**src/rtl/light_link_pkg.sv**
```systemverilog
// Shared constants, record field offsets and FSM state type for the light-table host link.
package light_link_pkg;

  localparam int REC_BYTES   = 24;
  localparam int LIGHT_REC_W = 8 * REC_BYTES;

  localparam logic [7:0] CMD_COMMIT     = 8'h80;
  localparam logic [7:0] CMD_WRITE_MASK = 8'hF8;

  // Bit offsets of the Q8.24 words inside a packed light record
  localparam int POS_X = 0;
  localparam int POS_Y = 32;
  localparam int POS_Z = 64;
  localparam int COL_R = 96;
  localparam int COL_G = 128;
  localparam int COL_B = 160;

  typedef enum logic [2:0] {
    ST_IDLE,
    ST_PAYLOAD,
    ST_WRITE,
    ST_FLUSH,
    ST_HOLD
  } state_t;

endpackage

```
**src/rtl/light_rec_shifter.sv**
```systemverilog
// Byte-indexed light record register: payload byte k lands in rec[8k+7:8k].
module light_rec_shifter
  import light_link_pkg::*;
(
  input  logic                   clk,
  input  logic                   rst_n,
  input  logic                   load,
  input  logic                   clear,
  input  logic [7:0]             din,
  output logic                   done,
  output logic [LIGHT_REC_W-1:0] rec
);

  logic [4:0] cnt;

  assign done = load && (cnt == 5'(REC_BYTES - 1));

  // NOTE: the record is a plain register, not a RAM, so it takes the async
  // reset; that keeps l2_write at zero while rst_n is low.
  always_ff @(posedge clk or negedge rst_n) begin
    if (!rst_n) begin
      cnt <= '0;
      rec <= '0;
    end else if (clear) begin
      // Only the counter restarts; the last record stays visible on l2_write.
      cnt <= '0;
    end else if (load) begin
      for (int k = 0; k < REC_BYTES; k++) begin
        if (cnt == 5'(k)) rec[8*k +: 8] <= din;
      end
      cnt <= done ? 5'd0 : cnt + 5'd1;
    end
  end

endmodule

```
**src/rtl/light_table_loader.sv**
```systemverilog
// Host byte stream to light-table L2 writes and L2->L1 commit pulses,
// with a holdoff while the table performs its copy.
module light_table_loader
  import light_link_pkg::*;
#(
  parameter int NUM_LIGHTS    = 8,
  parameter int L2_W          = 289,
  parameter int FLUSH_HOLDOFF = 18,
  parameter int TIMEOUT       = 1024,
  localparam int ID_W         = $clog2(NUM_LIGHTS)
) (
  input  logic                  clk,
  input  logic                  rst_n,
  input  logic                  in_valid,
  input  logic [7:0]            in_data,
  output logic                  in_ready,
  output logic                  l2_write_enable,
  output logic [ID_W-1:0]       l2_write_id,
  output logic [L2_W-1:0]       l2_write,
  output logic                  l2_flush_to_l1,
  output logic                  busy,
  output logic [7:0]            err_count,
  output logic [NUM_LIGHTS-1:0] written_mask
);

  localparam int TIMER_W = $clog2(TIMEOUT);
  localparam int HOLD_W  = $clog2(FLUSH_HOLDOFF);

  state_t                 state;
  logic [TIMER_W-1:0]     timer;
  logic [HOLD_W-1:0]      hold_cnt;
  logic                   accept;
  logic                   rec_done;
  logic [LIGHT_REC_W-1:0] rec;

  assign accept = in_valid && in_ready;
  assign busy   = (state != ST_IDLE);

  light_rec_shifter u_shifter (
    .clk   (clk),
    .rst_n (rst_n),
    .load  (accept && state == ST_PAYLOAD),
    .clear (state != ST_PAYLOAD),
    .din   (in_data),
    .done  (rec_done),
    .rec   (rec)
  );

  assign l2_write = {{(L2_W - LIGHT_REC_W){1'b0}}, rec};

  // Outputs are registered: each is set on the edge that enters the state
  // in which it must be visible.
  // NOTE: all state here is assigned with <= so every branch sees the values
  // from before the edge, independent of statement order.
  always_ff @(posedge clk or negedge rst_n) begin
    if (!rst_n) begin
      state           <= ST_IDLE;
      in_ready        <= 1'b0;
      l2_write_enable <= 1'b0;
      l2_write_id     <= '0;
      l2_flush_to_l1  <= 1'b0;
      err_count       <= '0;
      written_mask    <= '0;
      timer           <= '0;
      hold_cnt        <= '0;
    end else begin
      l2_write_enable <= 1'b0;
      l2_flush_to_l1  <= 1'b0;
      case (state)
        ST_IDLE: begin
          in_ready <= 1'b1;
          if (accept) begin
            if ((in_data & CMD_WRITE_MASK) == 8'h00) begin
              l2_write_id <= in_data[ID_W-1:0];
              timer       <= '0;
              state       <= ST_PAYLOAD;
            end else if (in_data == CMD_COMMIT) begin
              in_ready       <= 1'b0;
              l2_flush_to_l1 <= 1'b1;
              written_mask   <= '0;
              state          <= ST_FLUSH;
            end else if (err_count != 8'hFF) begin
              err_count <= err_count + 8'd1;
            end
          end
        end
        ST_PAYLOAD: begin
          if (accept) begin
            timer <= '0;
            if (rec_done) begin
              in_ready                  <= 1'b0;
              l2_write_enable           <= 1'b1;
              written_mask[l2_write_id] <= 1'b1;
              state                     <= ST_WRITE;
            end
          end else if (timer == TIMER_W'(TIMEOUT - 1)) begin
            // Host stalled mid-record: drop the partial record.
            if (err_count != 8'hFF) err_count <= err_count + 8'd1;
            state <= ST_IDLE;
          end else begin
            timer <= timer + 1'b1;
          end
        end
        ST_WRITE: begin
          in_ready <= 1'b1;
          state    <= ST_IDLE;
        end
        ST_FLUSH: begin
          hold_cnt <= HOLD_W'(FLUSH_HOLDOFF - 1);
          state    <= ST_HOLD;
        end
        ST_HOLD: begin
          if (hold_cnt == '0) begin
            in_ready <= 1'b1;
            state    <= ST_IDLE;
          end else begin
            hold_cnt <= hold_cnt - 1'b1;
          end
        end
        default: begin
          in_ready <= 1'b0;
          state    <= ST_IDLE;
        end
      endcase
    end
  end

endmodule
```
**config.mk**
```make
export PLATFORM = sky130hd
export DESIGN_NAME = light_table_loader
export DESIGN_NICKNAME = d
export VERILOG_FILES = /design/src/rtl/light_link_pkg.sv /design/src/rtl/light_rec_shifter.sv /design/src/rtl/light_table_loader.sv
export SDC_FILE = /design/constraint.sdc
export NUM_CORES = 1
export LEC_CHECK = 0
export CORE_MARGIN = 5
export CORE_UTILIZATION = 45
export CTS_BUF_LIST = sky130_fd_sc_hd__clkbuf_16
export CTS_CLUSTER_DIAMETER = 150
export DETAILED_ROUTE_END_ITERATION = 10
export DONT_BUFFER_PORTS = 1
export GPL_TIMING_DRIVEN = 1
export HOLD_SLACK_MARGIN = 0.03
export MAX_ROUTING_LAYER = met4
export PLACE_DENSITY_LB_ADDON = 0.1
export SLEW_MARGIN = 5
export SYNTH_ARGS = -nofsm -noshare
export SYNTH_HDL_FRONTEND = slang
export SYNTH_HIERARCHICAL = 1
export SYNTH_SLANG_ARGS = --single-unit
```
**constraint.sdc**
```tcl
create_clock -name clk -period 2.8 [get_ports clk]
set_clock_uncertainty 0.15 [all_clocks]
set_input_delay 0.56 -clock clk [delete_from_list [all_inputs] [get_ports clk]]
set_output_delay 0.56 -clock clk [all_outputs]
set_load 0.005 [all_outputs]
```
==> flow_summary.toml, run 1 <==
[global_routing]
antenna_found_initial = 1
grt_pass1_wl_um = 40500
grt.busiest_layer = "met2"
met1_usage_pct = 23.6
grt_max_degree = 238
overflow = 0
grt_use_met2_pct = 34.5
grt.total_usage_pct = 20.4
grtUsageMet3_pct = 6.54
grt_pass1_vias = 6234

[synthesis]
ys_ff_latch = 237
synth_warnings = 6
synth_area_leader_cell = "dfrtp_1"
syn_avg_cell_area_um2 = 13.3
ys_types = 67
syn_area_um2 = 10600
synth_area_leaders = "dfrtp_1 (56%), mux2_2 (19%), buf_4 (7.0%)"
ys_seq_area_share_pct = 56.1
synth_edf_count = 0
synthArstFlopShare_pct = 100
synthFlopType = "dfrtp_1"
synth_top_area_share_pct = 56.1
netlist_instances = 793

[cells_and_area]
area_growth_pct = 8.59
fill_cells = 2057
layout.nets = 834
layout_commonest_cell = "dfrtp_1"
register_area_um2 = 5930
final_layout_size_suffix_gt1_share_pct = 32.2
utilization_pct = 49.2
multi_input_area_um2 = 4090
mostFrequentLayoutCells = "dfrtp_1 (237), mux2_2 (183), conb_1 (97)"
diodes = 0

[power_and_ir_drop]
power_mw = 7.40
cellPowerDensity_nw_per_um2 = 644
ir_worst_vdd_mv = 0.439
p_leak_nw = 5.84

[critical_path]
worstPathArrival_ns = 2.90
cp_slowest_cell = "or4b_1"
reg2reg_from = "state[1]"
cp-end-kind = "flip-flop"
crit_buf_inv = 1
critPathLaunchType = "flip-flop"
r2r-end = "u_shifter/rec[143]"
crit_family = "simple AND/OR/NAND/NOR gates"
worstPathCellList = "nor2_8 > nand2_1 > buf_4 > or4b_1 > nor2_8 > mux2_2"
r2r_slack_ns = 0.15
worstPathRequired_ns = 3.05
critPathKind = "flip-flop to flip-flop"
path_common_cell = "nor2_8"
critical_path.max_fanout = 16
r2r_cells = 6
slowest_delay_ns = 0.80

[routing]
first_iter_violations = 414
postRouteAntennaNets = 0
drcViolationCount = 0
drtPass1Iterations = 4
dr_total_vias = 6025
wl_um = 27600
viasPerCell = 5.24
wl_per_cell_um = 24.0

[die]
num_rows = 56
pin_count = 323
die_h_um = 163
die_w_um = 163
core_um2 = 23300
start_util_pct = 45.3
die-area_um2 = 26700

[clock_network]
numClockSinks = 237
clk_latency_ns = 0.53
cts_buffer_depth = 3
cts_inserted_buffers = 26
cts_tree = "built"
htreeDepth = 1
cts_resized = 0
cts_root_buf = "clkbuf_16"
cts.reportedPaths.clkPinSlew_ns = 0.06

[sta]
finalHoldWorstSlack_ns = -0.416
setup_ws_ns = 0.153
fmax_mhz = 378
rsz0062_at_grt = "false"
max_slew_margin_pct = 25.1
fin_crit_ns = 2.65
finalHoldViolations = 237
finalCritPeriodShare_pct = 94.5
setup_viol_count_final = 0
tns_ns = 0
worst_pin_slew_ns = 1.12
drv_slew = 0

[status]
violations = "hold timing"
outcome = "finished, violations left"

[placement]
io_buffer_count = 0
post-place-ws_ns = 0.145
globalplace.congestion = 0.848
place.detailed.hpwl_um = 17400

[min_path]
hold_path.class = "input pin to asynchronous set/reset pin"

[flow_run]
cap_violations = 0
final cells by class:
cell class | count | area share [%]
clock buffer | 26 | 5.66
clock inverter | 17 | 1.21
inverter | 13 | 0.425
multi-input combinational | 511 | 35.6
sequential | 237 | 51.6
tap | 319 | 3.47
timing repair buffer | 26 | 2.03
worst reg2reg max path: cells and delay by family, from the launching register on:
kind / cells / cell delay [ns]
buffers and inverters: 1 / 0.20
DFF: 1 / 0.46
muxes: 1 / 0.37
and+or+nand+nor: 4 / 1.35
state kept, by name (all words and copies together), names as in the netlist:
register,cells
err_count,8
hold_cnt,5
in_ready,1
l2_flush_to_l1,1
l2_write_enable,1
l2_write_id,3
state,3
timer,10
u_shifter/cnt,5
u_shifter/rec,192
written_mask,8
metal layers:
metal  routed length (um)  share of wire [%]
met5                    0                  0
met4                  794                2.9
met3                 2360                8.5
met2                14100                 51
met1                10300                 38
Yosys cell counts (5+ instances only):
cell type,count
nor3_1,6
and3_1,8
buf_2,11
mux2_1,5
mux2_4,9
ha_1,8
buf_4,98
nor2_1,33
nand2_1,33
a31oi_1,5
mux2_2,183
inv_1,13
nand4_1,6
dfrtp_1,237
nand2b_1,5
a21oi_1,18
nand3_1,9
o21ai_0,10
clkbuf_1,16
xor2_1,6
how the worst max path moves through the flow:
stage / from / slack [ns] / to / cells past startpoint
2_1_floorplan: state[2] / 0.39 / u_shifter/rec[32] / 8
3_3_place_gp: state[1] / 0.20 / u_shifter/rec[150] / 6
3_5_place_dp: state[1] / 0.14 / u_shifter/rec[145] / 6
4_1_cts: state[1] / 0.12 / u_shifter/rec[143] / 6
5_1_grt: state[1] / 0.06 / u_shifter/rec[143] / 6
6_report: state[1] / 0.15 / u_shifter/rec[143] / 6
timing repair:
| action | CTS | global route |
|---|---|---|
| buffers inserted | 0 | 0 |
| endpoints found under the hold margin | 373 | 238 |
| setup endpoints to repair | 0 | 0 |
| hold buffers | 14 | 1 |
cell families (layout without fill, tap and decap cells):
group           count (synthesis)  count (layout)  synth area share (%)
simple gates                  145             145                  8.74
xor+xnor                       10              10                 0.828
other cells                     1              97                0.0354
mux                           199             199                  21.5
buf+inv                       141              82                  8.72
fa+ha+maj                       8               8                 0.946
compound gates                 52              52                  3.21
flops                         237             237                  56.1
per-stage QoR:
stage          hold slack, ns  cell area, um^2  cells
3_3_place_gp            0.124            10500   1091
5_1_grt                -0.435            11500   1149
2_1_floorplan           0.114            10900    889
6_report               -0.416            11500   1149
4_1_cts                -0.450            11500   1148
3_5_place_dp            0.121            10500   1091
power by group:
group	total [mW]	leakage [nW]	internal, mW	switching (mW)
sequential	3.73	3.27	3.55	0.175
clock	3.19	0.395	1.86	1.33
combinational	0.477	2.17	0.188	0.289
No activity file was read; power rests on OpenSTA's default activity.
==> run 2: changes to the inputs <==
--- a/config.mk
+++ b/config.mk
@@ -7,5 +7,7 @@
 export LEC_CHECK = 0
+export CELL_PAD_IN_SITES_DETAIL_PLACEMENT = 1
+export CELL_PAD_IN_SITES_GLOBAL_PLACEMENT = 1
 export CORE_MARGIN = 5
 export CORE_UTILIZATION = 45
-export CTS_BUF_LIST = sky130_fd_sc_hd__clkbuf_16
+export CTS_BUF_LIST = sky130_fd_sc_hd__clkbuf_4 sky130_fd_sc_hd__clkbuf_8
 export CTS_CLUSTER_DIAMETER = 150
==> constraint.sdc (replaced) <==
create_clock -name clk -period 2.8 [get_ports clk]
set_clock_uncertainty 0.15 [all_clocks]
set_input_delay 0.7 -clock clk [delete_from_list [all_inputs] [get_ports clk]]
set_output_delay 0.7 -clock clk [all_outputs]
set_load 0.005 [all_outputs]
==> flow_summary.toml, run 2 (synthesis gave the netlist of run 1 again) <==
[status]
violations = "hold timing"
outcome = "finished, violations left"

[cells_and_area]
mostFrequentLayoutCells = "dfrtp_1 (237), mux2_2 (183), conb_1 (97)"
largest_registers = "u_shifter/rec (192), timer (10)"
area_growth_pct = 7.40
diodes = 0
final_layout_size_suffix_gt1_share_pct = 35.8
design_area_um2 = 11400
layout_commonest_cell = "dfrtp_1"
utilization_pct = 48.7
layout.nets = 834
fill_cells = 2359
top_register = "u_shifter/rec"
largest_reg_flops = 192

[critical_path]
critPathKind = "flip-flop to flip-flop"
critPathLaunchType = "flip-flop"
crit_buf_inv = 1
worstPathCellList = "nor2_8 > nand2_1 > buf_4 > or4b_1 > nor2_8 > mux2_2"
cp-end-kind = "flip-flop"
slowest_delay_ns = 0.80
crit_family = "simple AND/OR/NAND/NOR gates"
critical_path.max_fanout = 16
cp_slowest_cell = "or4b_1"
path_common_cell = "nor2_8"
worstPathArrival_ns = 2.91
worstPathRequired_ns = 3.04

[routing]
viasPerCell = 5.23
drtPass1Iterations = 4
wl_per_cell_um = 24.1
drcViolationCount = 0
dr_total_vias = 6062
wl_um = 27900
postRouteAntennaNets = 0
first_iter_violations = 260

[sta]
finalHoldViolations = 237
rsz0062_at_grt = "false"
finalHoldWorstSlack_ns = -0.280
setup_viol_count_final = 0
max_slew_margin_pct = 46.8
tns_ns = 0
drv_slew = 0
fin_crit_ns = 2.66
worst_pin_slew_ns = 0.798
fmax_mhz = 375
finalCritPeriodShare_pct = 95.1

[global_routing]
overflow = 0
grtUsageMet3_pct = 7.67
grt_pass1_wl_um = 42100
antenna_found_initial = 0
grt.total_usage_pct = 21.2
grt_max_degree = 238
grt_use_met2_pct = 35.3
met1_usage_pct = 24.2
grt_pass1_vias = 6741
grt.busiest_layer = "met2"

[clock_network]
htreeDepth = 2
clk_latency_ns = 0.53
numClockSinks = 237
cts_buffer_depth = 3
cts_tree = "built"
cts_root_buf = "clkbuf_8"
cts.reportedPaths.clkPinSlew_ns = 0.06
cts_inserted_buffers = 42

[placement]
placed_cell_area_um2 = 10500
globalplace.congestion = 0.792
io_buffer_count = 0
place.detailed.hpwl_um = 18600

[power_and_ir_drop]
cellPowerDensity_nw_per_um2 = 640
p_leak_nw = 5.82
ir_worst_vdd_mv = 0.435

[die]
die_w_um = 163
core_um2 = 23300
die-area_um2 = 26700
die_h_um = 163
num_rows = 56
start_util_pct = 45.3
pin_count = 323

[min_path]
hold_path.class = "input pin to asynchronous set/reset pin"

[flow_run]
cap_violations = 0
run 2: layout make-up:
class,count,area [um^2],share of cell area [%]
sequential,237,5930,52.2
multi-input combinational,511,4090,36.0
clock buffer,62,785,6.90
tap,319,399,3.51
timing repair buffer,10,75.1,0.661
inverter,13,48.8,0.429
clock inverter,6,32.5,0.286
run 2: path summary, 6_finish.rpt:
| path | from | end | slack, ns | depth (start not counted) |
|---|---|---|---|---|
| min in group clk | in_data[1] | l2_write_id[1] | 0.17 | 1 |
| max in group asynchronous | rst_n | u_shifter/rec[115] | 2.11 | 0 |
| worst max-delay path | state[1] | u_shifter/rec[146] | 0.14 | 6 |
| worst min-delay path | rst_n | l2_flush_to_l1 | -0.28 | 0 |
| worst max register to register | state[1] | u_shifter/rec[146] | 0.14 | 6 |
| worst min register to register | hold_cnt[0] | hold_cnt[0] | 0.37 | 1 |
run 2: metal layers:
layer	vias to the layer above	routed length [um]
met5	-	0
met3	43	2570
met1	3205	10400
li1	2599	-
met4	0	555
met2	215	14300
run 2: per-stage QoR:
step	cells	power [mW]	worst slack, ns
after detailed placement	1090	4.21	0.129
after floorplan	889	4.19	0.284
after CTS	1158	7.40	0.127
after global placement	1090	4.18	0.198
after global routing	1158	7.64	0.0325
final	1158	7.27	0.136
run 2: report_power, final:
group          leakage [nW]  switching [mW]  internal, mW  total [mW]
sequential             3.27           0.170          3.56        3.73
combinational          2.10           0.249         0.174       0.423
clock                 0.437            1.35          1.78        3.12
total                  5.82            1.77          5.51        7.27
run 2: timing repair:
action	in CTS	in global routing
gates resized for setup	0	1
hold endpoints to repair	237	237
setup buffers	0	0
endpoints found under the setup margin	0	5
